--- src/rtl/fpaddsub_align_pipe_if.sv ---
// -----------------------------------------------------------------------------
// fpaddsub_align_pipe_if
// Handshake and data bundle for the FP add/sub alignment stage.
//   Input side : in_valid, in_ready, a, b, op
//   Output side: out_valid, out_ready, max_ab, c_exp, sign_max, eff_sub,
//                shift, m_max, m_min
// The slave modport is the alignment stage's view. The master modport is the
// view of the surrounding logic that feeds operands and consumes results.
// -----------------------------------------------------------------------------
interface fpaddsub_align_pipe_if #(
  parameter int EXP_W = 8,
  parameter int MAN_W = 23,
  parameter int GRD_W = 3
);
  localparam int SW = MAN_W + 1 + GRD_W;
  localparam int DW = EXP_W + MAN_W + 1;

  logic             in_valid;
  logic             in_ready;
  logic [DW-1:0]    a;
  logic [DW-1:0]    b;
  logic             op;
  logic             out_valid;
  logic             out_ready;
  logic             max_ab;
  logic [EXP_W-1:0] c_exp;
  logic             sign_max;
  logic             eff_sub;
  logic [EXP_W-1:0] shift;
  logic [SW-1:0]    m_max;
  logic [SW-1:0]    m_min;

  modport master (
    output in_valid, a, b, op, out_ready,
    input  in_ready, out_valid, max_ab, c_exp, sign_max, eff_sub, shift,
           m_max, m_min
  );

  modport slave (
    input  in_valid, a, b, op, out_ready,
    output in_ready, out_valid, max_ab, c_exp, sign_max, eff_sub, shift,
           m_max, m_min
  );
endinterface

--- src/rtl/fpaddsub_align_pipe.sv ---
// -----------------------------------------------------------------------------
// fpaddsub_align_pipe
// Two-stage alignment pipeline for the floating-point adder/subtractor.
// Stage 1 picks the larger-magnitude operand, swaps the significands and
// computes the exponent difference. Stage 2 right-shifts the smaller
// significand (with guard bits) and folds all shifted-out bits into a sticky
// bit at the LSB.
// Ports:
//   clk  - rising-edge clock
//   rst  - synchronous active-high reset
//   bus  - slave side of fpaddsub_align_pipe_if (operand and result
//          valid/ready handshakes with full backpressure)
// -----------------------------------------------------------------------------
module fpaddsub_align_pipe #(
  parameter int EXP_W = 8,
  parameter int MAN_W = 23,
  parameter int GRD_W = 3
) (
  input  logic                   clk,
  input  logic                   rst,
  fpaddsub_align_pipe_if.slave   bus
);
  localparam int SW = MAN_W + 1 + GRD_W;
  localparam int DW = EXP_W + MAN_W + 1;
  localparam int FW = MAN_W + 1;

  // ---------------------------------------------------------------------------
  // Handshake: each stage may load when it is empty or its content is leaving.
  // ---------------------------------------------------------------------------
  logic v1_q, v1_d, v2_q, v2_d;
  logic en1, en2, ld1, ld2;

  assign en2 = !v2_q || bus.out_ready;
  assign en1 = !v1_q || en2;
  assign ld1 = en1 && bus.in_valid;
  assign ld2 = en2 && v1_q;
  assign v1_d = en1 ? bus.in_valid : v1_q;
  assign v2_d = en2 ? v1_q : v2_q;
  assign bus.in_ready = en1;

  // ---------------------------------------------------------------------------
  // Stage 1: compare, swap, exponent difference
  // ---------------------------------------------------------------------------
  logic             sign_a, sign_b;
  logic [EXP_W-1:0] exp_a, exp_b, eexp_a, eexp_b;
  logic [FW-1:0]    sig_a, sig_b;
  logic             b_larger;

  assign sign_a = bus.a[DW-1];
  assign sign_b = bus.b[DW-1];
  assign exp_a  = bus.a[DW-2 -: EXP_W];
  assign exp_b  = bus.b[DW-2 -: EXP_W];
  assign sig_a  = {exp_a != '0, bus.a[MAN_W-1:0]};
  assign sig_b  = {exp_b != '0, bus.b[MAN_W-1:0]};
  // Denormals share the scale of exponent 1.
  assign eexp_a = (exp_a == '0) ? {{(EXP_W-1){1'b0}}, 1'b1} : exp_a;
  assign eexp_b = (exp_b == '0) ? {{(EXP_W-1){1'b0}}, 1'b1} : exp_b;
  // {exp,frac} compares as an unsigned magnitude; ties keep A as the larger.
  assign b_larger = bus.a[DW-2:0] < bus.b[DW-2:0];

  logic             max_ab1_q, max_ab1_d;
  logic [EXP_W-1:0] c_exp1_q, c_exp1_d;
  logic             sign_max1_q, sign_max1_d;
  logic             eff_sub1_q, eff_sub1_d;
  logic [EXP_W-1:0] diff1_q, diff1_d;
  logic [FW-1:0]    sig_max1_q, sig_max1_d;
  logic [FW-1:0]    sig_min1_q, sig_min1_d;

  always_comb begin
    max_ab1_d   = b_larger;
    c_exp1_d    = b_larger ? exp_b : exp_a;
    sign_max1_d = b_larger ? (sign_b ^ bus.op) : sign_a;
    eff_sub1_d  = sign_a ^ sign_b ^ bus.op;
    // Non-negative by construction: the larger magnitude never has the
    // smaller effective exponent.
    diff1_d     = b_larger ? (eexp_b - eexp_a) : (eexp_a - eexp_b);
    sig_max1_d  = b_larger ? sig_b : sig_a;
    sig_min1_d  = b_larger ? sig_a : sig_b;
  end

  // ---------------------------------------------------------------------------
  // Stage 2: saturating right shift with sticky collection
  // ---------------------------------------------------------------------------
  logic [31:0]   shift_amt;
  logic [SW-1:0] full_min, shifted, lost_mask;
  logic          sticky;

  assign shift_amt = (32'(diff1_q) >= 32'(SW)) ? 32'(SW) : 32'(diff1_q);
  assign full_min  = {sig_min1_q, {GRD_W{1'b0}}};
  assign shifted   = full_min >> shift_amt;

  // Bit positions below the shift amount are the ones that fall off the end.
  for (genvar gi = 0; gi < SW; gi++) begin : g_lost_mask
    assign lost_mask[gi] = (32'(gi) < shift_amt);
  end

  assign sticky = |(full_min & lost_mask);

  logic             max_ab2_q, sign_max2_q, eff_sub2_q;
  logic [EXP_W-1:0] c_exp2_q, shift2_q, shift2_d;
  logic [SW-1:0]    m_max2_q, m_max2_d, m_min2_q, m_min2_d;

  assign shift2_d = shift_amt[EXP_W-1:0];
  assign m_max2_d = {sig_max1_q, {GRD_W{1'b0}}};
  assign m_min2_d = {shifted[SW-1:1], shifted[0] | sticky};

  // ---------------------------------------------------------------------------
  // Registers
  // ---------------------------------------------------------------------------
  always_ff @(posedge clk) begin
    if (rst) begin
      v1_q        <= 1'b0;
      v2_q        <= 1'b0;
      max_ab1_q   <= 1'b0;
      c_exp1_q    <= '0;
      sign_max1_q <= 1'b0;
      eff_sub1_q  <= 1'b0;
      diff1_q     <= '0;
      sig_max1_q  <= '0;
      sig_min1_q  <= '0;
      max_ab2_q   <= 1'b0;
      c_exp2_q    <= '0;
      sign_max2_q <= 1'b0;
      eff_sub2_q  <= 1'b0;
      shift2_q    <= '0;
      m_max2_q    <= '0;
      m_min2_q    <= '0;
    end else begin
      v1_q <= v1_d;
      v2_q <= v2_d;
      if (ld1) begin
        max_ab1_q   <= max_ab1_d;
        c_exp1_q    <= c_exp1_d;
        sign_max1_q <= sign_max1_d;
        eff_sub1_q  <= eff_sub1_d;
        diff1_q     <= diff1_d;
        sig_max1_q  <= sig_max1_d;
        sig_min1_q  <= sig_min1_d;
      end
      if (ld2) begin
        max_ab2_q   <= max_ab1_q;
        c_exp2_q    <= c_exp1_q;
        sign_max2_q <= sign_max1_q;
        eff_sub2_q  <= eff_sub1_q;
        shift2_q    <= shift2_d;
        m_max2_q    <= m_max2_d;
        m_min2_q    <= m_min2_d;
      end
    end
  end

  assign bus.out_valid = v2_q;
  assign bus.max_ab    = max_ab2_q;
  assign bus.c_exp     = c_exp2_q;
  assign bus.sign_max  = sign_max2_q;
  assign bus.eff_sub   = eff_sub2_q;
  assign bus.shift     = shift2_q;
  assign bus.m_max     = m_max2_q;
  assign bus.m_min     = m_min2_q;
endmodule

--- src/flat_wrapper.sv ---
// flat-port wrapper written by rule: the top's interface ports become plain ports
module fpaddsub_align_pipe_flat 
#(
  parameter int EXP_W = 8,
  parameter int MAN_W = 23,
  parameter int GRD_W = 3
)
  (clk, rst, bus_in_valid, bus_a, bus_b, bus_op, bus_out_ready, bus_in_ready, bus_out_valid, bus_max_ab, bus_c_exp, bus_sign_max, bus_eff_sub, bus_shift, bus_m_max, bus_m_min);
  fpaddsub_align_pipe_if #(.EXP_W(EXP_W), .MAN_W(MAN_W), .GRD_W(GRD_W)) bus_i ();
  input  logic clk;
  input  logic rst;
  input wire logic [$bits(bus_i.in_valid)-1:0] bus_in_valid;
  input wire logic [$bits(bus_i.a)-1:0] bus_a;
  input wire logic [$bits(bus_i.b)-1:0] bus_b;
  input wire logic [$bits(bus_i.op)-1:0] bus_op;
  input wire logic [$bits(bus_i.out_ready)-1:0] bus_out_ready;
  output wire logic [$bits(bus_i.in_ready)-1:0] bus_in_ready;
  output wire logic [$bits(bus_i.out_valid)-1:0] bus_out_valid;
  output wire logic [$bits(bus_i.max_ab)-1:0] bus_max_ab;
  output wire logic [$bits(bus_i.c_exp)-1:0] bus_c_exp;
  output wire logic [$bits(bus_i.sign_max)-1:0] bus_sign_max;
  output wire logic [$bits(bus_i.eff_sub)-1:0] bus_eff_sub;
  output wire logic [$bits(bus_i.shift)-1:0] bus_shift;
  output wire logic [$bits(bus_i.m_max)-1:0] bus_m_max;
  output wire logic [$bits(bus_i.m_min)-1:0] bus_m_min;
  assign bus_i.in_valid = bus_in_valid;
  assign bus_i.a = bus_a;
  assign bus_i.b = bus_b;
  assign bus_i.op = bus_op;
  assign bus_i.out_ready = bus_out_ready;
  assign bus_in_ready = bus_i.in_ready;
  assign bus_out_valid = bus_i.out_valid;
  assign bus_max_ab = bus_i.max_ab;
  assign bus_c_exp = bus_i.c_exp;
  assign bus_sign_max = bus_i.sign_max;
  assign bus_eff_sub = bus_i.eff_sub;
  assign bus_shift = bus_i.shift;
  assign bus_m_max = bus_i.m_max;
  assign bus_m_min = bus_i.m_min;
  fpaddsub_align_pipe #(.EXP_W(EXP_W), .MAN_W(MAN_W), .GRD_W(GRD_W)) u_core (.clk(clk), .rst(rst), .bus(bus_i));
endmodule
--- config.mk ---
export PLATFORM = sky130hd
export DESIGN_NAME = fpaddsub_align_pipe_flat
export DESIGN_NICKNAME = d
export VERILOG_FILES = /design/src/rtl/fpaddsub_align_pipe_if.sv /design/src/rtl/fpaddsub_align_pipe.sv /design/src/flat_wrapper.sv
export SDC_FILE = /design/constraint.sdc
export NUM_CORES = 1
export LEC_CHECK = 0
export CORE_MARGIN = 8
export CORE_UTILIZATION = 30
export CTS_CLUSTER_SIZE = 20
export DETAILED_ROUTE_END_ITERATION = 8
export REMOVE_ABC_BUFFERS = 1
export SYNTH_ARGS = -nofsm -noshare
export SYNTH_HDL_FRONTEND = slang
export SYNTH_SLANG_ARGS = --single-unit
export TNS_END_PERCENT = 1
--- constraint.sdc ---
create_clock -name clk -period 2.6 [get_ports clk]
set_input_delay 0.39 -clock clk [delete_from_list [all_inputs] [get_ports clk]]
set_output_delay 0.39 -clock clk [all_outputs]
set_load 0.02 [all_outputs]
==> summary.txt <==
Status
  – Outcome: finished, final reports clean

Synthesis
  – Area leader, netlist: dfxtp_1
  – Seq/Total Area, Yosys: 32.88%
  – Asr flop ratio synth: 0%
  – Compound-cell area share of the yosys netlist: 18.29%
  – Synth Area in Adders: 6.979%
  – Yosys warning total: 0
  – Post-Syn Instances: 1045
  – Combinational family with the most area after synthesis: compound AO/OA/AOI/OAI gates
  – Simple-gate area share of the yosys netlist: 18.01%
  – Synth top area cells: dfxtp_1 33%, mux2i_1 14%, ha_1 6.5%
  – Post-synthesis mux area share: 15.91%
  – Syn_area_per_cell: 8.097 um^2
  – Main synth FF type: dfxtp_1
  – Mapped Area: 0.008462 mm^2
  – Distinct cell type count after synthesis: 61
  – Post-synthesis xor/xnor area fraction: 0.6210%
  – Synth top area share: 32.88%
  – Register bit total from synthesis: 139
  – Post-synth EDFFs: 0

Final layout
  – Commonest non-fill, non-tap cell in the layout: buf_4
  – Ant diodes: 0
  – Finished Core Util: 44.13%
  – Finished Layout Cells: 1669
  – Commonest non-fill, non-tap cells in the layout: 148 x buf_4, 145 x nand2_1, 138 x dfxtp_1
  – Share of cells above drive strength 1: 22.00%
  – Nets@finish: 1393
  – Area delta synth->final: 44.89%

Global route
  – Total grt overflow: 0
  – First-pass GRT wire length: 43820 um
  – Vias in the first global route: 8185
  – Total track usage: 16.03%
  – Largest net degree at the start of global routing: 97
  – Initial antenna violation count: 0

Drt
  – Via density: 4.927
  – Vias: 8223
  – Drt pass-1 iters: 5
  – Avg WL per Cell: 16.43 um
  – Post-route DRC violation count: 0
  – Drt total wl: 27430 um
  – Routed Antenna Nets: 0
  – DRT iter0 DRCs: 485

Setup path
  – CP bufs+invs: 3
  – WP depth: 11
  – Setup crit start kind: input port
  – Crit. End Element: flop
  – Slowest-stage cell, CP: clkdlybuf4s50_1
  – WS Path Type: in -> reg
  – Arrival @ worst endpoint: 2900 ps
  – Crit-path leading delay family: compound AO/OA/AOI/OAI gates
  – Worst path max stage delay: 490 ps
  – Worst r2r src: u_core.diff1_q[7]
  – Critical R2R Capture: u_core.bus.m_min[8]
  – Cell Chain, Critical Path: clkdlybuf4s50_1, ha_1, and4_4, a221oi_4, buf_4, o21ai_2, a21oi_4, buf_12, mux2_4, a211o_1, o311ai_1
  – Crit path max fanout: 6
  – R2R setup slack: 120 ps
  – R2R depth: 11
  – CP required: 2920 ps

STA
  – Hold WS: 396.9 ps
  – Post-route setup TNS: 0 ps
  – Worst-case clock skew: 8.916 ps
  – Least-Margin Pin Slew: 564.6 ps
  – Slew HR: 62.07%
  – Final Max Tran Viols: 0
  – FMAX: 387.8 MHz
  – Final setup viols: 0
  – Period utilization: 99.17%
  – RSZ-0062 raised after global routing: yes
  – Fin. Hold Viols: 0
  – Min Tclk post-route: 2578 ps

Clocking
  – Worst-path clk slew: 60 ps
  – Max H-tree Level: 4
  – Clock Path Buffers: 2
  – CTS Root Cell: clkbuf_16
  – Hold-fix buffers, CTS: 0
  – CTS buffer count: 17
  – Insertion delay to the later sink of the worst-skew pair: 420 ps
  – TritonCTS clock tree: done
  – Clock Sinks: 139

Die
  – Die width: 183.9 um
  – Top Ports: 144
  – Initial Util: 30.46%
  – Full die area: 0.03384 mm^2
  – Chip height: 183.9 um
  – Core Region: 0.02778 mm^2
  – Row count: 61

Min path
  – Worst Hold End: u_core.bus.m_min[21]
  – Hold Crit Start: rst
  – Hold depth: 2
  – Hold Path Class: in -> reg

Place
  – Dpl cells: 1632
  – GPL Wtd Cong: 0.9040
  – Final HPWL DP: 20550 um
  – Port bufs: 140

Power
  – Power per cell area: 628.9 mW/mm^2
  – Static leakage: 5.336 nW
  – Worst IR Drop VDD: 451.3 uV

Flow run
  – Max_cap viols: 0
==> registers in the layout, summed over array words and instances (netlist names) <==
signal,count
u_core.bus.c_exp,8
u_core.bus.eff_sub,1
u_core.bus.m_max,24
u_core.bus.m_min,27
u_core.bus.max_ab,1
u_core.bus.out_valid,1
u_core.bus.shift,8
u_core.bus.sign_max,1
u_core.c_exp1_q,8
u_core.diff1_q,8
u_core.eff_sub1_q,1
u_core.max_ab1_q,1
u_core.sig_max1_q,24
u_core.sig_min1_q,24
u_core.sign_max1_q,1
u_core.v1_q,1
==> Yosys cell counts (3+ instances only) <==
library cell,instances
and3_1,7
a32o_1,6
a31oi_1,4
buf_6,10
nand3_1,20
xnor2_1,3
a21o_1,5
a21oi_1,81
or3_1,4
nand3b_1,3
a211oi_1,65
a221oi_1,4
a22oi_1,10
a211o_1,4
clkbuf_1,60
nor3_1,9
o22ai_1,6
dfxtp_1,139
buf_1,5
mux2i_1,121
nand4_1,5
nor2_1,121
nor2b_1,9
nand2b_1,9
xor2_1,3
o21ai_0,34
and4_1,3
o211ai_1,5
inv_1,46
ha_1,44
nand2_1,146
buf_4,6
mux2_2,6
buf_2,8
==> metrics by stage <==
step	total power, mW	cell area [um^2]	worst slack (ps)
finish	7.711	12260	21.58
global route	8.106	12260	-44.67
CTS	7.658	12080	-24.46
detailed placement	4.914	11180	-787.5
global placement	4.887	11180	-736.1
floorplan	3.786	8028	-1416
==> kinds of logic after synthesis <==
| logic type | Yosys count |
|---|---|
| AND/OR/NAND/NOR | 348 |
| AO/OA/AOI/OAI | 240 |
| flip-flops | 139 |
| buffers and inverters | 135 |
| multiplexers | 130 |
| adder cells (fa/ha/maj) | 46 |
| XOR/XNOR | 6 |
| other | 1 |
==> report_power, final <==
part / total [mW] / internal, mW / switching, mW
clock: 2.67 / 1.63 / 1.04
combinational: 2.63 / 1.23 / 1.40
sequential: 2.41 / 2.28 / 0.137
==> what timing repair did <==
action / CTS / global route
setup endpoints to repair: 66 / 75
pin swaps: 32 / 15
buffers inserted: 2 / 2
cloned: 1 / 0
resized for setup: 105 / 50
==> metal layers <==
metal	GRT usage, %	vias up	part of all wire, %
met4	3.324	0	0.61
met1	21.38	3910	48
met5	0	-	0
met2	26.53	150	47
li1	-	4154	-
met3	3.024	9	4.2
==> cell type report <==
type | count | area [um^2]
flip-flops and latches | 139 | 2784
fillers | 2820 | 15520
well taps | 378 | 473.0
clock inverters | 15 | 211.5
multi-input cells | 773 | 5477
repair buffers | 301 | 2718
inverters | 46 | 172.7
clock buffers | 17 | 425.4
==> worst max path at each step <==
stage,endpoint,startpoint
after global routing,u_core.diff1_q[4],bus_a[24]
after CTS,u_core.diff1_q[7],bus_b[17]
after global placement,u_core.diff1_q[7],bus_b[16]
final,u_core.diff1_q[7],bus_a[20]
after floorplan,u_core.diff1_q[6],bus_b[4]
after detailed placement,u_core.diff1_q[7],bus_b[18]
Note: power is estimated with default switching activity, not from simulation.
